File: config.mk
export PLATFORM = sky130hd
export DESIGN_NAME = mult_div_seq_flat
export DESIGN_NICKNAME = d
export VERILOG_FILES = /design/src/rtl/mult_div_seq_if.sv /design/src/rtl/mult_div_seq.sv /design/src/flat_wrapper.sv
export SDC_FILE = /design/constraint.sdc
export NUM_CORES = 1
export LEC_CHECK = 0
export CELL_PAD_IN_SITES_DETAIL_PLACEMENT = 0
export CELL_PAD_IN_SITES_GLOBAL_PLACEMENT = 1
export CORE_ASPECT_RATIO = 1.4
export CORE_MARGIN = 4
export CORE_UTILIZATION = 40
export CTS_BUF_LIST = sky130_fd_sc_hd__clkbuf_8 sky130_fd_sc_hd__clkbuf_16
export CTS_CLUSTER_DIAMETER = 200
export DETAILED_ROUTE_END_ITERATION = 10
export PLACE_DENSITY = 0.8
export SLEW_MARGIN = 5
export SYNTH_ARGS = -nofsm -noshare
export SYNTH_HDL_FRONTEND = slang
export SYNTH_SLANG_ARGS = --single-unit
File: constraint.sdc
create_clock -name clk -period 5.4 [get_ports clk]
set_input_delay 1.35 -clock clk [delete_from_list [all_inputs] [get_ports clk]]
set_output_delay 1.35 -clock clk [all_outputs]
set_load 0.005 [all_outputs]
File: src/rtl/mult_div_seq_if.sv
// Start/mode handshake and HI/LO result bundle between the control unit and mult_div_seq.
// The control unit drives the master side; the multiply/divide unit is the slave.
interface mult_div_seq_if #(
  parameter int WIDTH = 32
);
  logic             start;
  logic             MDCtrl;
  logic             sgn;
  logic [WIDTH-1:0] opA;
  logic [WIDTH-1:0] opB;
  logic [WIDTH-1:0] hi;
  logic [WIDTH-1:0] lo;
  logic             busy;
  logic             done;
  logic             div0;

  modport master (
    output start, MDCtrl, sgn, opA, opB,
    input  hi, lo, busy, done, div0
  );

  modport slave (
    input  start, MDCtrl, sgn, opA, opB,
    output hi, lo, busy, done, div0
  );
endinterface

File: src/rtl/mult_div_seq.sv
// Sequential shift-add multiply / restoring divide unit with HI/LO result registers.
// Define MD_SIGNED_EN to add signed operand handling (magnitude conversion and sign fix-up).
module mult_div_seq #(
  parameter int WIDTH = 32,
  parameter int CNT_W = $clog2(WIDTH + 1)
) (
  input  logic           clk,
  input  logic           reset,
  mult_div_seq_if.slave  md
);

  typedef enum logic [1:0] {IDLE, CALC, FIX} state_e;

  state_e               state_q, state_d;
  logic [CNT_W-1:0]     cnt_q, cnt_d;
  logic [2*WIDTH-1:0]   acc_q, acc_d;
  logic [WIDTH-1:0]     opReg_q, opReg_d;
  logic                 isDiv_q, isDiv_d;
  logic                 zero_q, zero_d;
  logic [WIDTH-1:0]     hi_q, hi_d;
  logic [WIDTH-1:0]     lo_q, lo_d;
  logic                 busy_q, busy_d;
  logic                 done_q, done_d;
  logic                 div0_q, div0_d;
`ifdef MD_SIGNED_EN
  logic                 negRes_q, negRes_d;
  logic                 negRem_q, negRem_d;
`endif

  logic [WIDTH:0]       mulSum;
  logic [WIDTH:0]       remShift;
  logic [WIDTH:0]       trial;
  logic [WIDTH-1:0]     magA, magB;
  logic [2*WIDTH-1:0]   prodFix;
  logic [WIDTH-1:0]     quotFix, remFix;

  always_comb begin
    state_d  = state_q;
    cnt_d    = cnt_q;
    acc_d    = acc_q;
    opReg_d  = opReg_q;
    isDiv_d  = isDiv_q;
    zero_d   = zero_q;
    hi_d     = hi_q;
    lo_d     = lo_q;
    busy_d   = busy_q;
    done_d   = 1'b0;
    div0_d   = 1'b0;

    // acc holds {partial product, multiplier} or {remainder, quotient}; opReg holds multiplicand or divisor
    mulSum   = {1'b0, acc_q[2*WIDTH-1:WIDTH]} + (acc_q[0] ? {1'b0, opReg_q} : '0);
    remShift = acc_q[2*WIDTH-1:WIDTH-1];
    trial    = remShift - {1'b0, opReg_q};

    magA     = md.opA;
    magB     = md.opB;
    prodFix  = acc_q;
    quotFix  = acc_q[WIDTH-1:0];
    remFix   = acc_q[2*WIDTH-1:WIDTH];
`ifdef MD_SIGNED_EN
    negRes_d = negRes_q;
    negRem_d = negRem_q;
    if (md.sgn) begin
      if (md.opA[WIDTH-1]) magA = -md.opA;
      if (md.opB[WIDTH-1]) magB = -md.opB;
    end
    if (negRes_q) begin
      prodFix = -acc_q;
      quotFix = -acc_q[WIDTH-1:0];
    end
    if (negRem_q) remFix = -acc_q[2*WIDTH-1:WIDTH];
`endif

    case (state_q)
      IDLE: begin
        if (md.start) begin
          state_d = CALC;
          cnt_d   = '0;
          busy_d  = 1'b1;
          isDiv_d = md.MDCtrl;
          zero_d  = md.MDCtrl && (md.opB == '0);
          opReg_d = md.MDCtrl ? magB : magA;
          acc_d   = {{WIDTH{1'b0}}, (md.MDCtrl ? magA : magB)};
`ifdef MD_SIGNED_EN
          negRes_d = md.sgn & (md.opA[WIDTH-1] ^ md.opB[WIDTH-1]);
          negRem_d = md.sgn & md.opA[WIDTH-1];
`endif
        end
      end
      CALC: begin
        if (zero_q) begin
          state_d = FIX;
        end else begin
          // trial[WIDTH] set means the subtraction went negative, so the shifted remainder is kept
          if (isDiv_q) begin
            acc_d = trial[WIDTH] ? {remShift[WIDTH-1:0], acc_q[WIDTH-2:0], 1'b0}
                                 : {trial[WIDTH-1:0], acc_q[WIDTH-2:0], 1'b1};
          end else begin
            acc_d = {mulSum, acc_q[WIDTH-1:1]};
          end
          cnt_d = cnt_q + 1'b1;
          if (cnt_q == CNT_W'(WIDTH - 1)) state_d = FIX;
        end
      end
      FIX: begin
        state_d = IDLE;
        busy_d  = 1'b0;
        done_d  = 1'b1;
        div0_d  = zero_q;
        if (!zero_q) begin
          if (isDiv_q) begin
            hi_d = remFix;
            lo_d = quotFix;
          end else begin
            {hi_d, lo_d} = prodFix;
          end
        end
      end
      default: state_d = IDLE;
    endcase
  end

  always_ff @(posedge clk) begin
    if (!reset) begin
      state_q  <= IDLE;
      cnt_q    <= '0;
      acc_q    <= '0;
      opReg_q  <= '0;
      isDiv_q  <= 1'b0;
      zero_q   <= 1'b0;
      hi_q     <= '0;
      lo_q     <= '0;
      busy_q   <= 1'b0;
      done_q   <= 1'b0;
      div0_q   <= 1'b0;
`ifdef MD_SIGNED_EN
      negRes_q <= 1'b0;
      negRem_q <= 1'b0;
`endif
    end else begin
      state_q  <= state_d;
      cnt_q    <= cnt_d;
      acc_q    <= acc_d;
      opReg_q  <= opReg_d;
      isDiv_q  <= isDiv_d;
      zero_q   <= zero_d;
      hi_q     <= hi_d;
      lo_q     <= lo_d;
      busy_q   <= busy_d;
      done_q   <= done_d;
      div0_q   <= div0_d;
`ifdef MD_SIGNED_EN
      negRes_q <= negRes_d;
      negRem_q <= negRem_d;
`endif
    end
  end

  assign md.hi   = hi_q;
  assign md.lo   = lo_q;
  assign md.busy = busy_q;
  assign md.done = done_q;
  assign md.div0 = div0_q;

endmodule

File: src/flat_wrapper.sv
// flat-port wrapper written by rule: the top's interface ports become plain ports
module mult_div_seq_flat 
#(
  parameter int WIDTH = 32,
  parameter int CNT_W = $clog2(WIDTH + 1)
)
  (clk, reset, md_start, md_MDCtrl, md_sgn, md_opA, md_opB, md_hi, md_lo, md_busy, md_done, md_div0);
  mult_div_seq_if #(.WIDTH(WIDTH)) md_i ();
  input  logic clk;
  input  logic reset;
  input wire logic [$bits(md_i.start)-1:0] md_start;
  input wire logic [$bits(md_i.MDCtrl)-1:0] md_MDCtrl;
  input wire logic [$bits(md_i.sgn)-1:0] md_sgn;
  input wire logic [$bits(md_i.opA)-1:0] md_opA;
  input wire logic [$bits(md_i.opB)-1:0] md_opB;
  output wire logic [$bits(md_i.hi)-1:0] md_hi;
  output wire logic [$bits(md_i.lo)-1:0] md_lo;
  output wire logic [$bits(md_i.busy)-1:0] md_busy;
  output wire logic [$bits(md_i.done)-1:0] md_done;
  output wire logic [$bits(md_i.div0)-1:0] md_div0;
  assign md_i.start = md_start;
  assign md_i.MDCtrl = md_MDCtrl;
  assign md_i.sgn = md_sgn;
  assign md_i.opA = md_opA;
  assign md_i.opB = md_opB;
  assign md_hi = md_i.hi;
  assign md_lo = md_i.lo;
  assign md_busy = md_i.busy;
  assign md_done = md_i.done;
  assign md_div0 = md_i.div0;
  mult_div_seq #(.WIDTH(WIDTH), .CNT_W(CNT_W)) u_core (.clk(clk), .reset(reset), .md(md_i));
endmodule
======== Yosys cells after proc, flatten, opt, wreduce, memory -nomap -nowiden ========
Cells that the tools add are included.
cells by class
  add/sub/neg operators ................... 3
  multipliers ............................. 0
  div/mod/pow operators ................... 0
  magnitude comparators ................... 0
  eq/ne operators ......................... 6
  shifts and indexed selects .............. 0
  muxes and demuxes ....................... 18
  bitwise gates (word level) .............. 1
  reduce and logical (&&, ||, !) cells .... 11
operator list
  kind                   number
  $mux W64               4
  $pmux W64 S2           1
  $mux W32               3
  $add A32 B33 Y33       1
  $sub A33 B32 Y33       1
  $logic_not A32 Y1      1
  $mux W6                2
  $pmux W6 S2            1
  $reduce_and A2 Y1      5
  $add A6 B1 Y6 const B  1
  $eq A6 B5 Y1 const B   1
  $mux W2                3
  $ne A2 B2 Y1 const B   2
  $pmux W2 S2            1
  $reduce_bool A2 Y1     2
  $ne A3 B1 Y1 const B   1
  $reduce_and A3 Y1      1
  $eq A2 B1 Y1 const B   1
  $eq A2 B2 Y1 const B   1
  $logic_not A2 Y1       1
  $mux W1                2
  $pmux W1 S2            1
  $logic_and A1 B1 Y1    1
  $not A1 Y1             1
word-level totals
  flip-flop bits (word level) ............. 173
  bits in latches ......................... 0
  memory bits (writable) .................. 0
  ROM bits ................................ 0
  input bits .............................. 69
  output and inout port bits .............. 67
  word-level logic and storage cells ...... 50
  memories kept ........................... 0

======== Logic depth before layout (Yosys ltp) ========
Gate-level depths: netlist of the first run.
  depth after elaboration ................. 5
  gate-level depth with buffers ........... 14
  mapped depth without buffers ............ 13

======== Least setup slack after synthesis of the first run ========
No wires, ideal clock.
  kind .................................... register to register
  from .................................... register u_core.acc_q[0]
  to ...................................... register u_core.acc_q[63]
  library setup time ...................... 0.074 ns
  arrival time ............................ 2.892 ns
  required time ........................... 5.326 ns
  path slack .............................. 2.434 ns
  cell stages (with the launch flop) ...... 14
  path buffers ............................ 0
  period minus slack after synthesis ...... 2.966 ns
  cells stage by stage .................... dfxtp_1 > and2_1 > ha_1 > inv_1 > fa_1 > nand2b_1 > a21oi_1 > o21ai_0 > o311ai_2 > a21oi_1 > or4_1 > a31oi_1 > a21oi_1 > a31oi_1
on the way
  word-level cells in the longest chain between the ends .. 5
RTL lines
  element                 line                 text
  start, declared         mult_div_seq.sv:16   logic [2*WIDTH-1:0] acc_q, acc_d;
  start signal, assigned  mult_div_seq.sv:127  acc_q <= '0;
  start signal, assigned  mult_div_seq.sv:143  acc_q <= acc_d;
  $mux W32                mult_div_seq.sv:51   mulSum = {1'b0, acc_q[2*WIDTH-1:WIDTH]} + (acc_q[0] ? {1'b0, opReg_q} : '0);
  $add A32 B33 Y33        mult_div_seq.sv:51
  $mux W64                mult_div_seq.sv:95   if (isDiv_q) begin
  $mux W64                mult_div_seq.sv:91   if (zero_q) begin
  $pmux W64 S2            mult_div_seq.sv:74   case (state_q)
Every way passes these cells. The select of a mux whose other input is x is not followed.
A chain may end at the register's enable or synchronous reset.

======== Final worst setup path of the first run ========
  from .................................... register u_core.acc_q[0]
  to ...................................... register u_core.acc_q[59]
The elaborated chain is that of the path after synthesis.

==> results of run 1 <==
[Yosys cell counts (all sizes together) (7+ instances only)]
cell / instances / area, µm²
dfxtp: 173 / 3460
clkbuf: 87 / 327
inv: 48 / 180
ha: 65 / 813
nand2: 193 / 724
nor2: 119 / 447
a211oi: 101 / 758
and2: 42 / 265
o221ai: 10 / 87.6
nor3: 11 / 55.1
xnor2: 35 / 307
nor2b: 41 / 257
buf: 12 / 72.6
and3: 7 / 48.8
mux2i: 92 / 921
xor2: 20 / 175
nand3: 18 / 90.1
nand4: 14 / 87.6
o211ai: 14 / 115
a21o: 27 / 203
a22oi: 17 / 128
o21ai: 53 / 269
nand2b: 11 / 68.8
a21oi: 161 / 821
a31oi: 12 / 75.1
nor4: 8 / 50.1
[power by group through the flow]
stage          combinational [mW]  sequential [mW]  clock, mW
2_1_floorplan               0.569             1.40          0
3_3_place_gp                0.745             1.43          0
3_5_place_dp                0.752             1.43          0
4_1_cts                     0.759             1.40       1.27
5_1_grt                     0.840             1.41       1.32
6_report                    0.756             1.40       1.24
[state kept, by name, summed over array words and instances, names as in the netlist, 2 cells and up]
name            cells
u_core.cnt_q        6
u_core.opReg_q     32
u_core.md.hi       32
u_core.acc_q       64
u_core.state_q      2
u_core.md.lo       32
[path summary, 6_finish.rpt]
path                                                       to                           from
worst max register to register  u_core.acc_q[59]$_SDFFE_PN0P_   u_core.acc_q[0]$_SDFFE_PN0P_
worst max-delay path            u_core.acc_q[59]$_SDFFE_PN0P_   u_core.acc_q[0]$_SDFFE_PN0P_
worst min register to register  u_core.md.hi[19]$_SDFFE_PN0P_  u_core.md.hi[19]$_SDFFE_PN0P_
worst min-delay path            u_core.md.hi[19]$_SDFFE_PN0P_  u_core.md.hi[19]$_SDFFE_PN0P_
[kinds of logic (layout without fill, tap and decap cells)]
family                     after synthesis  in the layout  synth area share
buffers and inverters                  147            228            0.0504
DFF                                    173            173             0.301
and+or+nand+nor                        484            484             0.196
AOI/OAI and AO/OA                      446            446             0.254
adders and majority gates               67             67            0.0743
muxes                                   94             94            0.0824
xor gates and xnor gates                55             55            0.0419
[tightest hold or removal path, stage by stage (launching register included)]
cell     delay [ns]
dfxtp_1        0.31
nand2_1        0.05
a21oi_1        0.05
[through the flow]
stage	instance area, µm²	power [mW]	instances
after floorplan	11500	1.97	1466
after detailed placement	13000	2.18	1891
final	13600	3.40	1922
after global routing	13600	3.57	1922
after global placement	13000	2.18	1891
after CTS	13600	3.43	1922
[per-layer routing]
layer	part of all wire	track usage
met1	0.44	0.282
met2	0.50	0.383
met3	0.039	0.0357
met4	0.022	0.0701
met5	0	0
[cell type report]
cell class,instances,area [µm²],share of cell area
tap,375,469,0.0344
sequential,173,3460,0.254
multi-input combinational,1146,7480,0.549
inverter,48,183,0.0134
timing repair buffer,149,1450,0.107
clock buffer,20,467,0.0343
clock inverter,11,106,0.00781
==> summary.txt, run 1 <==
Run status
  • Status: complete, no violations

Layout
  • Nets: 1671
  • Final core utilization: 0.480
  • Share of cells above drive strength 1: 0.0485
  • Commonest non-fill, non-tap cell in the layout: nand2_1
  • Diode count: 0
  • Synth-to-Final Area Change: 18.5%
  • Most frequent cells in the layout: nand2_1 (193), dfxtp_1 (172), a21oi_1 (157)
  • Fill count: around 2800

STA
  • Final hold slack: between 0.4 and 0.5 ns
  • Final hold violation count: 0
  • Period utilization: 0.750
  • Crit path time final: slightly above 4 ns
  • Actual slew at the worst max-slew pin: ~1.1 ns
  • Fin. max-slew vios: 0
  • Fmax achieved: around 250 MHz
  • Final setup margin: approximately 1.3 ns
  • Final setup viols: 0
  • Relative slew margins: 0.253
  • RSZ-0062 raised after global routing: false
  • Layout Skew: around 0.012 ns
  • Fin Setup TNS: 0 ns

Pwr
  • Psw: approximately 1.1 mW
  • Clock share of power: 0.364
  • Pint: 2.33 mW
  • PwrDens: about 250 nW/µm²
  • Flop pwr share: 0.413
  • Combinational power share: 0.223
  • Leakage power: 5.22 nW
  • Sw Ratio: 0.313
  • VDD IR max: roughly 240 µV

Critical path
  • Worst R2R Setup Slack: about 1.3 ns
  • CP Capture Type: flop
  • Worst path slowest cell: dfxtp_1
  • R2r worst-path depth: 13
  • CP max FO: 14
  • CP top delay family: compound AO/OA/AOI/OAI gates
  • Worst EP required: a little under 6 ns
  • CP Launch Type: flop
  • Crit Path Category: flop to flop
  • CP Data Arrival Time: 4.44 ns
  • Crit-path max cell delay: roughly 0.62 ns
  • Critical path cell sequence: and2_1 -> ha_1 -> inv_1 -> fa_1 -> nand2b_1 -> a21oi_1 -> o21ai_0 -> o311ai_2 -> a21oi_1 -> nor3_1 -> o21ai_0 -> a211oi_1 -> o211a_1
  • Crit path depth: 13
  • Count of buffer and inverter cells on the critical path: 1

Synthesis
  • Synth Cell Area: 11500 µm²
  • Syn_nets: about 1600
  • Top FF cell, synth: dfxtp_1
  • Post-synth EDFFs: 0
  • Synthesized area per cell: 7.84 µm²
  • Library cells used by synthesis: 72
  • Ys async rst share: 0
  • Seq/Total Area, Yosys: 0.301
  • Post-Synthesis Cells: roughly 1500
  • Yosys reg bits: 173
  • Ys Warns: 0

Hold path
  • Hold Path Depth: 2
  • Hold Path Class: flop to flop

Detailed routing
  • Routed via count: ~11000
  • Final ANT Viol Nets: 0
  • Drt drc: 0
  • Average wire per standard cell: roughly 18 µm
  • Final WL: between 30 and 40 mm
  • Pre-antenna DRT Iters: 5
  • Number of DRC markers in iteration 0: 670
  • Vias per inst: 5.56

Clocking
  • CTS root buf: clkbuf_16
  • Post_cts resized: 0
  • Clock slew at reported path FFs: 0.07 ns
  • Post-CTS setup buffers: 0
  • H-tree lvl count: 4
  • Skew-Pair Late Insertion Delay: approximately 0.45 ns
  • Hold buffers post-CTS: 0
  • Clk buf depth: 2
  • TritonCTS clock tree: done
  • Clk sink count: ~170
  • Inserted Clock Buffers: 17

GRT
  • GRT Overall Usage: 0.222
  • Largest net degree at the start of global routing: 90
  • Initial antenna violation count: 0
  • First-pass GRT wire length: around 56 mm
  • GRT overflow: 0
  • Vias in the first global route: 10590

Floorplan
  • Die Wd: about 150 µm
  • Cell row count: 73
  • Die Y: roughly 210 µm
  • IO Count: about 140
  • Full die area: between 30000 and 40000 µm²
  • Core area: between 20000 and 30000 µm²
  • Initial core utilization: 0.405

Placement
  • GP Congestion: 0.901
  • Port-buffer cells: between 100 and 150
  • Post-Place Worst Slack: between 1 and 1.5 ns
  • HPWL after detailed placement: roughly 26 mm

Flow run
  • Maxcap violations: 0
Note: power is estimated with default switching activity, not from simulation.
==> inputs of run 2 (changes only) <==
Clock period 5.4 ns to 4.2 ns, I/O delays scaled along.
==> run 2 against run 1 <==
Net effect: die area unchanged; sequential power up 29%; global-route usage down 0.37 points; flip-flop and latch count did not move; critical path type unchanged; first-iteration DRC count is 20% lower; highest routed layer unchanged; clock skew rose by 0.0028 ns; cell area increased by 1.1%; setup slack lost 0.89 ns; final cell count is 0.62% higher.
==> summary.txt, run 2 (synthesis gave the netlist of run 1 again) <==
GRT
  • GRT overflow: 0
  • GRT Overall Usage: 0.219
  • Largest net degree at the start of global routing: between 100 and 150
  • Initial antenna violation count: 0
  • Vias in the first global route: around 11000
  • First-pass GRT wire length: between 50 and 60 mm

Placement
  • Post-Place Worst Slack: 0.483 ns
  • GP Congestion: roughly 0.94
  • Placement Cell Area: 13200 µm²
  • Port-buffer cells: between 100 and 150
  • HPWL after detailed placement: approximately 25 mm

Critical path
  • CP Launch Type: flop
  • CP top delay family: compound AO/OA/AOI/OAI gates
  • Worst EP required: between 4 and 5 ns
  • CP max FO: 34
  • Critical path cell sequence: buf_4 -> and2_1 -> ha_1 -> a21oi_1 -> nand2_1 -> o21ai_0 -> o311ai_2 -> a21oi_1 -> nor3_1 -> o41ai_1 -> mux2i_1 -> o211ai_1
  • Crit Path Category: flop to flop
  • Count of buffer and inverter cells on the critical path: 1
  • Crit-path max cell delay: ~0.50 ns
  • Most numerous cell on the critical path: a21oi_1
  • Worst path slowest cell: o21ai_0
  • CP Capture Type: flop
  • CP Data Arrival Time: between 4 and 5 ns

STA
  • Layout Skew: 0.0147 ns
  • Fin. max-slew vios: 0
  • Final setup margin: around 0.46 ns
  • RSZ-0062 raised after global routing: false
  • Crit path time final: 3.74 ns
  • Final hold violation count: 0
  • Fmax achieved: about 270 MHz
  • Actual slew at the worst max-slew pin: between 0.9 and 1 ns
  • Period utilization: 0.891
  • Relative slew margins: 0.356
  • Final setup viols: 0
  • Final hold slack: between 0.4 and 0.5 ns
  • Fin Setup TNS: 0 ns

Pwr
  • PwrDens: about 330 nW/µm²
  • Leakage power: 5.30 nW
  • VDD IR max: 304 µV

Layout
  • Most flop-heavy register: u_core.acc_q
  • Commonest non-fill, non-tap cell in the layout: nand2_1
  • Share of cells above drive strength 1: 0.0558
  • Final core utilization: 0.485
  • Post-route cell area: around 14000 µm²
  • Most frequent cells in the layout: nand2_1 (193), dfxtp_1 (172), a21oi_1 (157)
  • Sequential cell area: 3460 µm²
  • Synth-to-Final Area Change: 19.8%
  • Nets: ~1700
  • Fill count: 2792
  • Diode count: 0
  • Max reg flops: between 60 and 70
  • Multi-input logic area: roughly 7500 µm²

Floorplan
  • Die Wd: 151 µm
  • Initial core utilization: 0.405
  • Cell row count: between 70 and 80
  • IO Count: approximately 140
  • Die Y: approximately 210 µm
  • Core area: about 28000 µm²
  • Full die area: 31500 µm²

Detailed routing
  • Routed via count: between 10000 and 15000
  • Drt drc: 0
  • Final WL: approximately 34 mm
  • Final ANT Viol Nets: 0
  • Average wire per standard cell: 17.7 µm
  • Number of DRC markers in iteration 0: roughly 540
  • Pre-antenna DRT Iters: 5
  • Vias per inst: roughly 5.5

Hold path
  • Hold Path Class: flop to flop

Clocking
  • Clock slew at reported path FFs: 0.07 ns
  • Inserted Clock Buffers: 17
  • Clk sink count: about 170
  • TritonCTS clock tree: done
  • CTS root buf: clkbuf_16
  • H-tree lvl count: 4
  • Clk buf depth: 2
  • Hold buffers post-CTS: 0
  • Post-CTS setup buffers: 0
  • Post_cts resized: 0
  • Skew-Pair Late Insertion Delay: about 0.44 ns

Flow run
  • Maxcap violations: 0

Run status
  • Status: complete, no violations
==> run 2: cell count changes in the layout (fill, tap and decap cells not counted), sizes merged <==
cell	change
bufinv	+2
clkbuf	-1
buf	+11
inv	-2
clkinv	+2
==> run 2: power by group <==
part	leakage [nW]	switching, mW	internal [mW]
clock network	0.302	0.717	0.972
registers	1.41	0.0906	1.71
logic	3.59	0.562	0.438
==> run 2: final timing paths <==
path | from | cells after the start | slack [ns] | to
worst max register to register | u_core.acc_q[0]$_SDFFE_PN0P_ | 12 | 0.46 | u_core.acc_q[61]$_SDFFE_PN0P_
worst min-delay path | u_core.md.hi[18]$_SDFFE_PN0P_ | 2 | 0.45 | u_core.md.hi[18]$_SDFFE_PN0P_
worst min register to register | u_core.md.hi[18]$_SDFFE_PN0P_ | 2 | 0.45 | u_core.md.hi[18]$_SDFFE_PN0P_
worst max-delay path | u_core.acc_q[0]$_SDFFE_PN0P_ | 12 | 0.46 | u_core.acc_q[61]$_SDFFE_PN0P_
==> run 2: cell type report <==
type	count	area share
Multi-Input combinational cell	1146	0.543
Clock buffer	19	0.0329
Timing Repair Buffer	160	0.113
Sequential cell	173	0.252
Clock inverter	13	0.0118
Inverter	48	0.0133
Tap cell	375	0.0341
==> run 2: worst min-delay path, stage by stage (launching register included) <==
cell     delay, ns
dfxtp_1       0.31
nand2_1       0.05
a21oi_1       0.05
==> run 2: per-layer routing <==
metal | vias to the layer above | wire [µm] | track usage
met2 | 251 | 16300 | 0.358
met1 | 4988 | 15600 | 0.288
met4 | 0 | 1030 | 0.0798
met3 | 56 | 1400 | 0.0368
li1 | 5433 | - | -
met5 | - | 0 | 0
==> run 2: stage by stage <==
stage / cells / total power, mW
after floorplan: 1466 / 2.53
after detailed placement: 1902 / 2.83
after CTS: 1934 / 4.53
after global routing: 1934 / 4.70
after global placement: 1902 / 2.82
final: 1934 / 4.49
